`src/rtl/register_load_arbiter_pkg.sv`:
```
// +--------------------------------------------------------------------+
// | register_load_arbiter_pkg: state codes and helpers shared by bank   |
// | controllers.                                 Revision: 1.0          |
// +--------------------------------------------------------------------+
`default_nettype none

package register_load_arbiter_pkg;

  localparam logic [1:0] ST_IDLE  = 2'd0;
  localparam logic [1:0] ST_GRANT = 2'd1;
  localparam logic [1:0] ST_ACK   = 2'd2;

  function automatic int clog2(input int n);
    int r;
    r = 0;
    while ((1 << r) < n) r++;
    return r;
  endfunction

endpackage

`default_nettype wire

```
`src/rtl/register_load_arbiter_rr_priority_pick.sv`:
```
// +--------------------------------------------------------------------+
// | rr_priority_pick: first set request at or after ptr, wrapping.      |
// |                                              Revision: 1.0          |
// +--------------------------------------------------------------------+
`default_nettype none

module rr_priority_pick
  import register_load_arbiter_pkg::*;
#(
  parameter  int N_REQ = 4,
  localparam int IDW   = clog2(N_REQ)
) (
  input  logic [N_REQ-1:0] i_req,
  input  logic [IDW-1:0]   i_ptr,
  output logic             o_valid,
  output logic [IDW-1:0]   o_index
);

  logic [IDW-1:0] w_idx;

  // Scan from the far end so the candidate closest to ptr is the last write.
  always_comb begin
    o_valid = 1'b0;
    o_index = '0;
    w_idx   = '0;
    for (int k = N_REQ - 1; k >= 0; k--) begin
      w_idx = IDW'((int'(i_ptr) + k) % N_REQ);
      if (i_req[w_idx]) begin
        o_valid = 1'b1;
        o_index = w_idx;
      end
    end
  end

endmodule

`default_nettype wire

```
`src/rtl/register_load_arbiter.sv`:
```
// +--------------------------------------------------------------------+
// | register_load_arbiter: round-robin grant and one-cycle load of a    |
// | shared parallel-load register bank.          Revision: 1.0          |
// +--------------------------------------------------------------------+
`default_nettype none

module register_load_arbiter
  import register_load_arbiter_pkg::*;
#(
  parameter  int N_REQ = 4,
  parameter  int WIDTH = 8,
  parameter  int CNT_W = 16,
  localparam int IDW   = clog2(N_REQ)
) (
  input  logic                   clk,
  input  logic                   reset_async,
  input  logic [N_REQ-1:0]       req,
  input  logic [N_REQ*WIDTH-1:0] data_in,
  output logic [N_REQ-1:0]       ack,
  output logic                   carga,
  output logic [WIDTH-1:0]       In,
  output logic [IDW-1:0]         grant_id,
  output logic                   busy,
  output logic [CNT_W-1:0]       load_cnt
);

  logic [1:0]       r_state;
  logic [1:0]       w_state_nxt;
  logic [IDW-1:0]   r_ptr;
  logic             w_pick_valid;
  logic [IDW-1:0]   w_pick_idx;
  logic [WIDTH-1:0] w_pick_data;
  logic             w_carga_nxt;
  logic             w_busy_nxt;
  logic [N_REQ-1:0] w_ack_nxt;
  logic [N_REQ-1:0] r_ack;
  logic             r_carga;
  logic [WIDTH-1:0] r_in;
  logic [IDW-1:0]   r_grant_id;
  logic             r_busy;
  logic [CNT_W-1:0] r_load_cnt;

  rr_priority_pick #(
    .N_REQ (N_REQ)
  ) u_pick (
    .i_req   (req),
    .i_ptr   (r_ptr),
    .o_valid (w_pick_valid),
    .o_index (w_pick_idx)
  );

  always_comb begin
    w_pick_data = '0;
    for (int i = 0; i < N_REQ; i++) begin
      if (w_pick_idx == IDW'(i)) w_pick_data = data_in[i*WIDTH +: WIDTH];
    end
  end

  always_ff @(posedge clk or negedge reset_async) begin
    if (!reset_async) r_state <= ST_IDLE;
    else              r_state <= w_state_nxt;
  end

  always_comb begin
    w_state_nxt = r_state;
    case (r_state)
      ST_IDLE:  if (w_pick_valid) w_state_nxt = ST_GRANT;
      ST_GRANT: w_state_nxt = ST_ACK;
      ST_ACK:   w_state_nxt = ST_IDLE;
      default:  w_state_nxt = ST_IDLE;
    endcase
  end

  // Outputs are decoded from the next state and then registered.
  always_comb begin
    w_carga_nxt = (w_state_nxt == ST_GRANT);
    w_busy_nxt  = (w_state_nxt != ST_IDLE);
    w_ack_nxt   = '0;
    if (w_state_nxt == ST_ACK) w_ack_nxt[r_grant_id] = 1'b1;
  end

  always_ff @(posedge clk or negedge reset_async) begin
    if (!reset_async) begin
      r_carga    <= 1'b0;
      r_ack      <= '0;
      r_busy     <= 1'b0;
      r_in       <= '0;
      r_grant_id <= '0;
      r_ptr      <= '0;
      r_load_cnt <= '0;
    end else begin
      r_carga <= w_carga_nxt;
      r_ack   <= w_ack_nxt;
      r_busy  <= w_busy_nxt;
      if (r_state == ST_IDLE && w_pick_valid) begin
        r_grant_id <= w_pick_idx;
        r_in       <= w_pick_data;
      end
      if (r_state == ST_GRANT) begin
        r_ptr      <= (r_grant_id == IDW'(N_REQ - 1)) ? '0 : r_grant_id + 1'b1;
        r_load_cnt <= r_load_cnt + 1'b1;
      end
    end
  end

  assign ack      = r_ack;
  assign carga    = r_carga;
  assign In       = r_in;
  assign grant_id = r_grant_id;
  assign busy     = r_busy;
  assign load_cnt = r_load_cnt;

endmodule

`default_nettype wire
```
`config.mk`:
```
export PLATFORM = sky130hd
export DESIGN_NAME = register_load_arbiter
export DESIGN_NICKNAME = d
export VERILOG_FILES = /design/src/rtl/register_load_arbiter_pkg.sv /design/src/rtl/register_load_arbiter_rr_priority_pick.sv /design/src/rtl/register_load_arbiter.sv
export SDC_FILE = /design/constraint.sdc
export NUM_CORES = 1
export LEC_CHECK = 0
export BUFFER_PORTS_ARGS = -buffer_cell sky130_fd_sc_hd__buf_4
export CAP_MARGIN = 20
export CORE_AREA = 2 2 64 66
export CTS_CLUSTER_DIAMETER = 80
export DETAILED_ROUTE_END_ITERATION = 8
export DIE_AREA = 0 0 66 68
export PLACE_DENSITY_LB_ADDON = 0.05
export SETUP_SLACK_MARGIN = 0.05
export SYNTH_ARGS = -nofsm -noshare
export SYNTH_HDL_FRONTEND = slang
export SYNTH_SLANG_ARGS = --single-unit
```
`constraint.sdc`:
```
create_clock -name clk -period 1.72 [get_ports clk]
set_input_delay 0.086 -clock clk [delete_from_list [all_inputs] [get_ports clk]]
set_output_delay 0.086 -clock clk [all_outputs]
set_load 0.05 [all_outputs]
```
* Yosys cells after proc, flatten, opt, wreduce, memory -nomap -nowiden
Cells that the tools add are included.
** Word-level totals
- Bits in registers :: 36
- Input bits :: 38
- Logic and storage cells :: 57
** Operators by class
- Add/sub/neg operators :: 5
- $lt $le $gt $ge :: 6
- Eq/ne operators :: 7
- Muxes and demuxes :: 26
- Reductions and logical operators :: 5
** Operator list (count)
- two-way mux 8 bit :: 4
- adder 16 x 1 -> 16 bit, second input constant :: 1
- < comparator 2 x 3 -> 1 bit, second input constant :: 5
- two-way mux 2 bit :: 6
- two-way mux 1 bit :: 9
- binary-select mux 1 bit (select 2 bit) :: 4
- equality test 2 bit, second input constant :: 4
- equality test 2 x 1 -> 1 bit, second input constant :: 3
- adder 2 x 1 -> 2 bit, second input constant :: 2
- adder 2 bit, second input constant :: 2
- zero test 2 bit :: 2
- two-way mux 4 bit :: 1
- one-hot mux 2 bit (2 select lines) :: 1
- demux 1 bit (select 2 bit) :: 1
- greater-or-equal comparator 2 x 1 -> 1 bit, second input constant :: 1
- logical AND 1 bit :: 2
- nonzero test 2 bit :: 1

* Depth between registers and ports, before layout
Gate-level depths: netlist of run 1.
- Depth in word-level cells :: 12
- Mapped depth :: 7

* Cells and area by module
From an unflattened synthesis of run 1, not the netlist that was laid out.
** Unflattened totals
- Cell total of the unflattened synthesis :: 134
- Area total of the unflattened synthesis :: 1751.7 um2
** Modules (own cells, without submodules)
- register_load_arbiter :: instances 1, cells an instance 121, area an instance 1674.1 um2, seq. area each 900.9 um2
- rr_priority_pick :: instances 1, cells an instance 13, area an instance 77.6 um2, seq. area each 0.0 um2

* Worst setup path after synthesis of run 1
Ideal clock, no wire load.
- Kind :: register to register
- From :: reg r_load_cnt[2] (netlist: load_cnt[2])
- To :: reg r_load_cnt[11] (netlist: load_cnt[11])
- Library setup time :: 0.143 ns
- Data arrival time :: 1.541 ns
- Setup slack :: 0.036 ns
- Stages on the path, launching flop included :: 6
- Buffers on the path :: 0
- Clock period less this slack :: 1.684 ns
- Cell sequence :: dfrtp_1 > nand3_1 > nor3_2 > nand4_1 > nand2b_1 > xnor2_1
** Between the ends
- Cells in the longest elaborated chain, start to end :: 1
** Ends and longest elaborated chain
- start, declared :: RTL line register_load_arbiter.sv:41 : logic [CNT_W-1:0] r_load_cnt;
- start signal, assigned :: RTL line register_load_arbiter.sv:101 : r_load_cnt <= r_load_cnt + 1'b1;
- adder 16 x 1 -> 16 bit :: RTL line register_load_arbiter.sv:101
No other way between the ends.
A chain may end at the register's enable or synchronous reset.

* Worst setup path in the final report of run 1
- From :: reg r_ptr[1]
- To :: reg r_in[3] (netlist: In[3])
** Between the ends
- Cells in the longest elaborated chain, start to end :: 12
- Elaborated cells on any way between the ends :: 28
** Ends and longest elaborated chain
- start, declared :: RTL line register_load_arbiter.sv:29 : logic [IDW-1:0] r_ptr;
- start signal, assigned :: RTL line register_load_arbiter.sv:100 : r_ptr <= (r_grant_id == IDW'(N_REQ - 1)) ? '0 : r_grant_id + 1'b1;
- adder 2 bit :: RTL line register_load_arbiter_rr_priority_pick.sv:27 : w_idx = IDW'((int'(i_ptr) + k) % N_REQ);
- binary-select mux 1 bit (select 2 bit) :: RTL line register_load_arbiter_rr_priority_pick.sv:28 : if (i_req[w_idx]) begin
- two-way mux 1 bit (implied by the code) :: RTL line register_load_arbiter_rr_priority_pick.sv:28
- two-way mux 2 bit (4 in series) :: RTL line register_load_arbiter_rr_priority_pick.sv:28
- zero test 2 bit :: RTL line register_load_arbiter.sv:55 : if (w_pick_idx == IDW'(i)) w_pick_data = data_in[i*WIDTH +: WIDTH];
- two-way mux 8 bit (4 in series) :: RTL line register_load_arbiter.sv:55
- end signal, assigned :: RTL line register_load_arbiter.sv:97 : r_in <= w_pick_data;
- end, declared :: RTL line register_load_arbiter.sv:38 : logic [WIDTH-1:0] r_in;
Several ways; a longest one is shown, not always the timed one. The select of a mux whose other input is x is not followed.

==> results.ini, run 1 <==
[final_layout]
drive_gt1_share_pct=38.6
layout-area-overhead-vs-synth_pct=42.9
fin_nets=278
fillers=324
multi_input_area_um2=768
diodes=0
seq_area_um2=903

[global_routing]
grt_pass1_vias=1351
grt_pass1_wl_um=6020
grt_use_met1_pct=20.6
busiest_layer=met2
antenna_found_initial=0
use_met2_pct=31.7
gr-usage-all-layers_pct=17.9
grt_max_degree=37
grtUsageMet3_pct=5.76
grt.overflow.total=0

[logic_synthesis]
yosysTopAreaCell=dfrtp_1
synthFlopType=dfrtp_1
synthArstFlopShare_pct=100
synth-seq-cells=36
yosysWarnings=0
synthesis.nets=201
synth_top_area_share_pct=51.9
ys_types=28
yosysMostFrequentCell=dfrtp_1
yosysSeqAreaShare_pct=51.9
synth-edff-count=0
netlist_area_mm2=0.00173
synth_cells=158
synth.area.top_cells=dfrtp_1, mux2i_1, xnor2_1, nand2_1, o221ai_1
synth_common_cells=dfrtp_1, nand2_1, mux2i_1
avgSynthCellArea_um2=11.0

[sta]
rsz0062_at_grt=no
max_freq_ghz=0.625
setup_viol=0
post-route-min-period_ps=1600
holdWs_ps=109
hold_viol_final=0
relSlewSlack_pct=70.1
worst_pin_slew_ps=449
drv_slew=0
fin_tns_setup_ps=0
finalCritPeriodShare_pct=93.0
finClkSkew_ps=7.63

[die]
ios=70
start_util_pct=45.0
die_h_um=68
die-area_mm2=0.00449
num_rows=23
coreArea_mm2=0.00386
die_w_um=66

[clocking]
root_buffer=clkbuf_8
cts_buffers=5
clkSinkCount=36
cts_buffer_depth=2
path_clk_slew_ps=70
insertion_delay_ps=290
cts_tree=done
htreeDepth=2

[outcome]
outcome=finished clean

[detailed_routing]
vias_per_cell=4.89
dr.pass1.iters=4
vias=1399
ant_nets=0
drt_iter0_drc=58
drc_errors=0
drt-wirelength-per-cell_um=13.4
routed_wirelength_um=3840

[power]
vdd_ir_drop_max_mv=1.13
leakagePower_nw=1.26
power.density_mw_per_mm2=1740

[critical_path]
crit_type=register to register
worstSetupEndpointType=register
critPathMaxFanout=8
start_kind=register
cp.required_ps=1870
critical_path_arrival_ps=1750

[placed_design]
portBuffers=69
gp_congestion=0.706
hpwl_um=2840

[worst_hold_path]
hold_path.class=input pin to register

[run]
cap_violations=0

## metal layers
metal	vias to the layer above	part of all wire [%]
met1	658	42
met3	6	6.2
li1	692	-
met4	0	1.5
met2	43	50
met5	-	0
## stage by stage
step | total power [mW] | area [um^2] | setup slack [ps] | utilization [%] | std cells
6_report | 4.31 | 2480 | 120 | 64.2 | 286
5_1_grt | 4.59 | 2480 | 60.7 | 64.2 | 286
4_1_cts | 4.22 | 2400 | 72.9 | 62.3 | 283
3_5_place_dp | 3.60 | 2300 | 70.3 | 59.6 | 274
3_3_place_gp | 3.55 | 2300 | 164 | 59.6 | 274
2_1_floorplan | 2.94 | 1740 | 52.1 | - | 158
## worst paths after layout
path / to / startpoint / depth (start not counted) / slack [ps]
worst min-delay path: In[7] / data_in[23] / 3 / 110
worst max register to register: In[3] / r_ptr[1] / 7 / 120
worst max-delay path: In[3] / r_ptr[1] / 7 / 120
max in group asynchronous: r_ptr[1] / reset_async / 2 / 1090
worst min register to register: load_cnt[10] / load_cnt[10] / 1 / 490
min in group asynchronous: load_cnt[4] / reset_async / 2 / 290
## sequential cells by signal, indices dropped and copies added, names as in the netlist
signal / flops
load_cnt: 16
In: 8
ack: 4
grant_id: 2
r_ptr: 2
r_state: 2
busy: 1
carga: 1
## timing repair
action                     4_1_cts  5_1_grt
resized for setup                0        4
setup endpoints to repair        0        8
buffers inserted                 0        1
hold buffers                     1        0
hold endpoints to repair        36        0
## area by class of cell
class / count / area share [%]
clock buffers: 6 / 3.33
repair buffers: 76 / 25.1
flip-flops and latches: 36 / 36.5
well taps: 50 / 2.53
inverters: 8 / 1.21
multi-input cells: 108 / 31.0
clock inverters: 2 / 0.404
## logic make-up after synthesis
kind of cell | share of synthesized area, %
AOI/OAI and AO/OA | 6.57
xor gates and xnor gates | 7.58
adders and majority gates | 3.61
buffers and inverters | 4.76
DFF | 51.9
muxes | 9.81
and+or+nand+nor | 15.7
## where the power goes
part           switching (mW)  internal (mW)  total (mW)
Combinational            1.47          0.876        2.34
Clock                   0.297          0.319       0.617
Sequential              0.222           1.13        1.36
## cells in the final DEF (no fill, tap or decap), drive strengths merged, types with 6 or more instances in the layout
cell type,netlist,routed
buf,5,73
clkbuf,1,8
dfrtp,36,36
inv,8,8
mux2i,17,17
nand2,22,22
nand3,6,6
nor2,8,8
o221ai,8,8
xnor2,10,10
## critical path, stage by stage (launching register included)
cell,delay [ps]
dfrtp_2,450
nand2b_4,160
a21oi_2,190
nor3_4,60
buf_4,160
clkbuf_16,170
mux2i_1,160
o221ai_1,140
No activity file was read; power rests on OpenSTA's default activity.
==> inputs of run 2 (changes only) <==
--- a/config.mk
+++ b/config.mk
@@ -6,13 +6,13 @@
 export NUM_CORES = 1
 export LEC_CHECK = 0
 export BUFFER_PORTS_ARGS = -buffer_cell sky130_fd_sc_hd__buf_4
-export CAP_MARGIN = 20
+export CAP_MARGIN = 15
 export CORE_AREA = 2 2 64 66
 export CTS_CLUSTER_DIAMETER = 80
 export DETAILED_ROUTE_END_ITERATION = 8
 export DIE_AREA = 0 0 66 68
 export PLACE_DENSITY_LB_ADDON = 0.05
-export SETUP_SLACK_MARGIN = 0.05
+export SETUP_SLACK_MARGIN = 0.15
 export SYNTH_ARGS = -nofsm -noshare
 export SYNTH_HDL_FRONTEND = slang
 export SYNTH_SLANG_ARGS = --single-unit
==> results.ini, run 2 (synthesis gave the netlist of run 1 again) <==
[critical_path]
path_cells=mux2i_1 -> nor2_1 -> nor3_2 -> buf_4 -> buf_12 -> mux2i_1 -> o221ai_1  ; was nand2b_4 -> a21oi_2 -> nor3_4 -> buf_4 -> clkbuf_16 -> mux2i_1 -> o221ai_1
crit_buf_inv=2  ; unchanged
worstSetupEndpointType=register  ; unchanged
start_kind=register  ; unchanged
rr_worst_depth=7  ; unchanged
crit_top_cell=mux2i_1
r2r_start=r_ptr[1]  ; unchanged
crit_type=register to register  ; unchanged
slowest_delay_ps=420  ; was 450 ps
slowest_stage=dfrtp_1  ; was dfrtp_2
r2r-end=In[0]  ; was In[3]
cp.required_ps=1860  ; was 1870 ps
worst_path_dominant_cell_family=multiplexers  ; was flip-flops
critical_path_arrival_ps=1890  ; was 1750 ps
reg2reg_setup_slack_ps=-30  ; was 120 ps
critPathMaxFanout=5  ; was 8

[final_layout]
instances_no_fill=289  ; was 286
multi_input_area_um2=785  ; was 768 um^2
layout_commonest_cell=buf_4  ; unchanged
largest_register_ffs=16  ; unchanged
fillers=327  ; was 324
layout_common_cells=buf_4, dfrtp_1, nand2_1, mux2i_1, xnor2_1  ; unchanged
final_area_mm2=0.00254  ; was 0.00248 mm^2
layout-area-overhead-vs-synth_pct=46.2  ; was 42.9%
diodes=0  ; unchanged
fin_nets=281  ; was 278
seq_area_um2=907  ; was 903 um^2
drive_gt1_share_pct=41.8  ; was 38.6%

[power]
comb_power_share_pct=55.3  ; was 54.3%
power.density_mw_per_mm2=1790  ; was 1740 mW/mm^2
clkPwrFrac_pct=14.6  ; was 14.3%
seqPwrFrac_pct=30.1  ; was 31.4%
switchingPower_mw=2.08  ; was 1.98 mW
swShare_pct=45.8  ; was 46.0%
leakagePower_nw=1.29  ; was 1.26 nW
vdd_ir_drop_max_mv=0.927  ; was 1.13 mV
p_int_mw=2.46  ; was 2.33 mW

[sta]
finClkSkew_ps=7.04  ; was 7.63 ps
finalCritPeriodShare_pct=102  ; was 93.0%
hold_viol_final=0  ; unchanged
post-route-min-period_ps=1750  ; was 1600 ps
timing.final.ws_setup_ps=-29.5  ; was 120 ps
worst_pin_slew_ps=468  ; was 449 ps
setup_viol=1  ; was 0
max_freq_ghz=0.572  ; was 0.625 GHz
rsz0062_at_grt=yes  ; was no
drv_slew=0  ; unchanged
relSlewSlack_pct=68.8  ; was 70.1%

[global_routing]
grt.overflow.total=0  ; unchanged
grt_pass1_vias=1505  ; was 1,351
gr-usage-all-layers_pct=20.9  ; was 17.9%
grt_pass1_wl_um=7070  ; was 6020 um
grt_max_degree=37  ; unchanged
antenna_found_initial=0  ; unchanged

[run]
cap_violations=0  ; unchanged

[die]
ios=70  ; unchanged
start_util_pct=45.0  ; unchanged
die_w_um=66  ; unchanged
die-area_mm2=0.00449  ; unchanged
coreArea_mm2=0.00386  ; unchanged
die_h_um=68  ; unchanged
num_rows=23  ; unchanged

[detailed_routing]
drt_iter0_drc=116  ; was 58
dr.pass1.iters=4  ; unchanged
drt-wirelength-per-cell_um=15.0  ; was 13.4 um
vias_per_cell=5.20  ; was 4.89
vias=1503  ; was 1,399
ant_nets=0  ; unchanged
drc_errors=0  ; unchanged
routed_wirelength_um=4350  ; was 3840 um

[placed_design]
place_inst=274  ; unchanged
gp_congestion=0.724  ; was 0.706
placed_area_mm2=0.00230  ; about the same
portBuffers=69  ; unchanged
pre_cts_slack_ps=31.9  ; was 70.3 ps
hpwl_um=2990  ; was 2840 um

[clocking]
htreeDepth=2  ; unchanged
path_clk_slew_ps=70  ; about the same
cts_buffers=5  ; unchanged
root_buffer=clkbuf_8  ; unchanged
cts_buffer_depth=2  ; unchanged
clkSinkCount=36  ; unchanged
insertion_delay_ps=280  ; was 290 ps
cts_tree=done  ; unchanged

[worst_hold_path]
hold_path.class=input pin to register  ; unchanged
worstHoldPathCells=3  ; unchanged
whs_endpoint=In[5]  ; was In[7]
min_from=data_in[29]  ; was data_in[23]

[outcome]
outcome=complete, but fails checks  ; was finished clean
violations=negative setup slack

==> run 2: worst max-delay path by stage <==
stage / from / end / cells after the start
3_3_place_gp: r_ptr[1] / In[6] / 6
2_1_floorplan: r_ptr[1] / In[0] / 7
3_5_place_dp: r_ptr[1] / In[0] / 6
4_1_cts: r_ptr[1] / In[7] / 7
6_report: r_ptr[1] / In[0] / 7
5_1_grt: r_ptr[1] / In[0] / 7
==> run 2: power groups by stage <==
stage / sequential [mW] / combinational [mW] / clock, mW
after floorplan: 2.14 / 0.813 / 0
after global placement: 1.37 / 2.20 / 0
after detailed placement: 1.38 / 2.26 / 0
after CTS: 1.36 / 2.48 / 0.675
after global routing: 1.41 / 2.68 / 0.710
final: 1.37 / 2.51 / 0.664
==> run 2: metrics by stage <==
stage	setup TNS [ps]	hold slack [ps]	power, mW	util, %
after floorplan	0	-210	2.95	-
after global placement	0	64.7	3.57	59.7
after detailed placement	0	72.7	3.64	59.7
after CTS	0	105	4.52	65.2
after global routing	-636	108	4.81	65.8
final	-29.5	104	4.55	65.8
==> run 2: per-layer routing <==
metal / routed length, um / up-vias / GRT usage, %
met4: 52 / 0 / 6.89
met5: 0 / - / 0
li1: - / 699 / -
met1: 1770 / 729 / 26.3
met3: 287 / 7 / 5.43
met2: 2240 / 68 / 35.2
==> run 2: cell type report <==
cell class	count	share of cell area (%)
flip-flops and latches	36	35.8
well taps	50	2.47
clock buffers	8	3.95
multi-input cells	108	30.9
repair buffers	79	25.7
inverters	8	1.18
==> run 2: repair_timing <==
action | in CTS | in global routing
endpoints found under the hold margin | 36 | 0
endpoints found under the setup margin | 8 | 15
resized for setup | 7 | 4
pin swaps | 9 | 6
setup buffers | 4 | 0
hold buffers | 1 | 0
cloned | 2 | 0
==> run 2: tightest hold or removal path: stages <==
cell,delay (ps)
buf_4,70
mux2i_1,50
o221ai_1,140
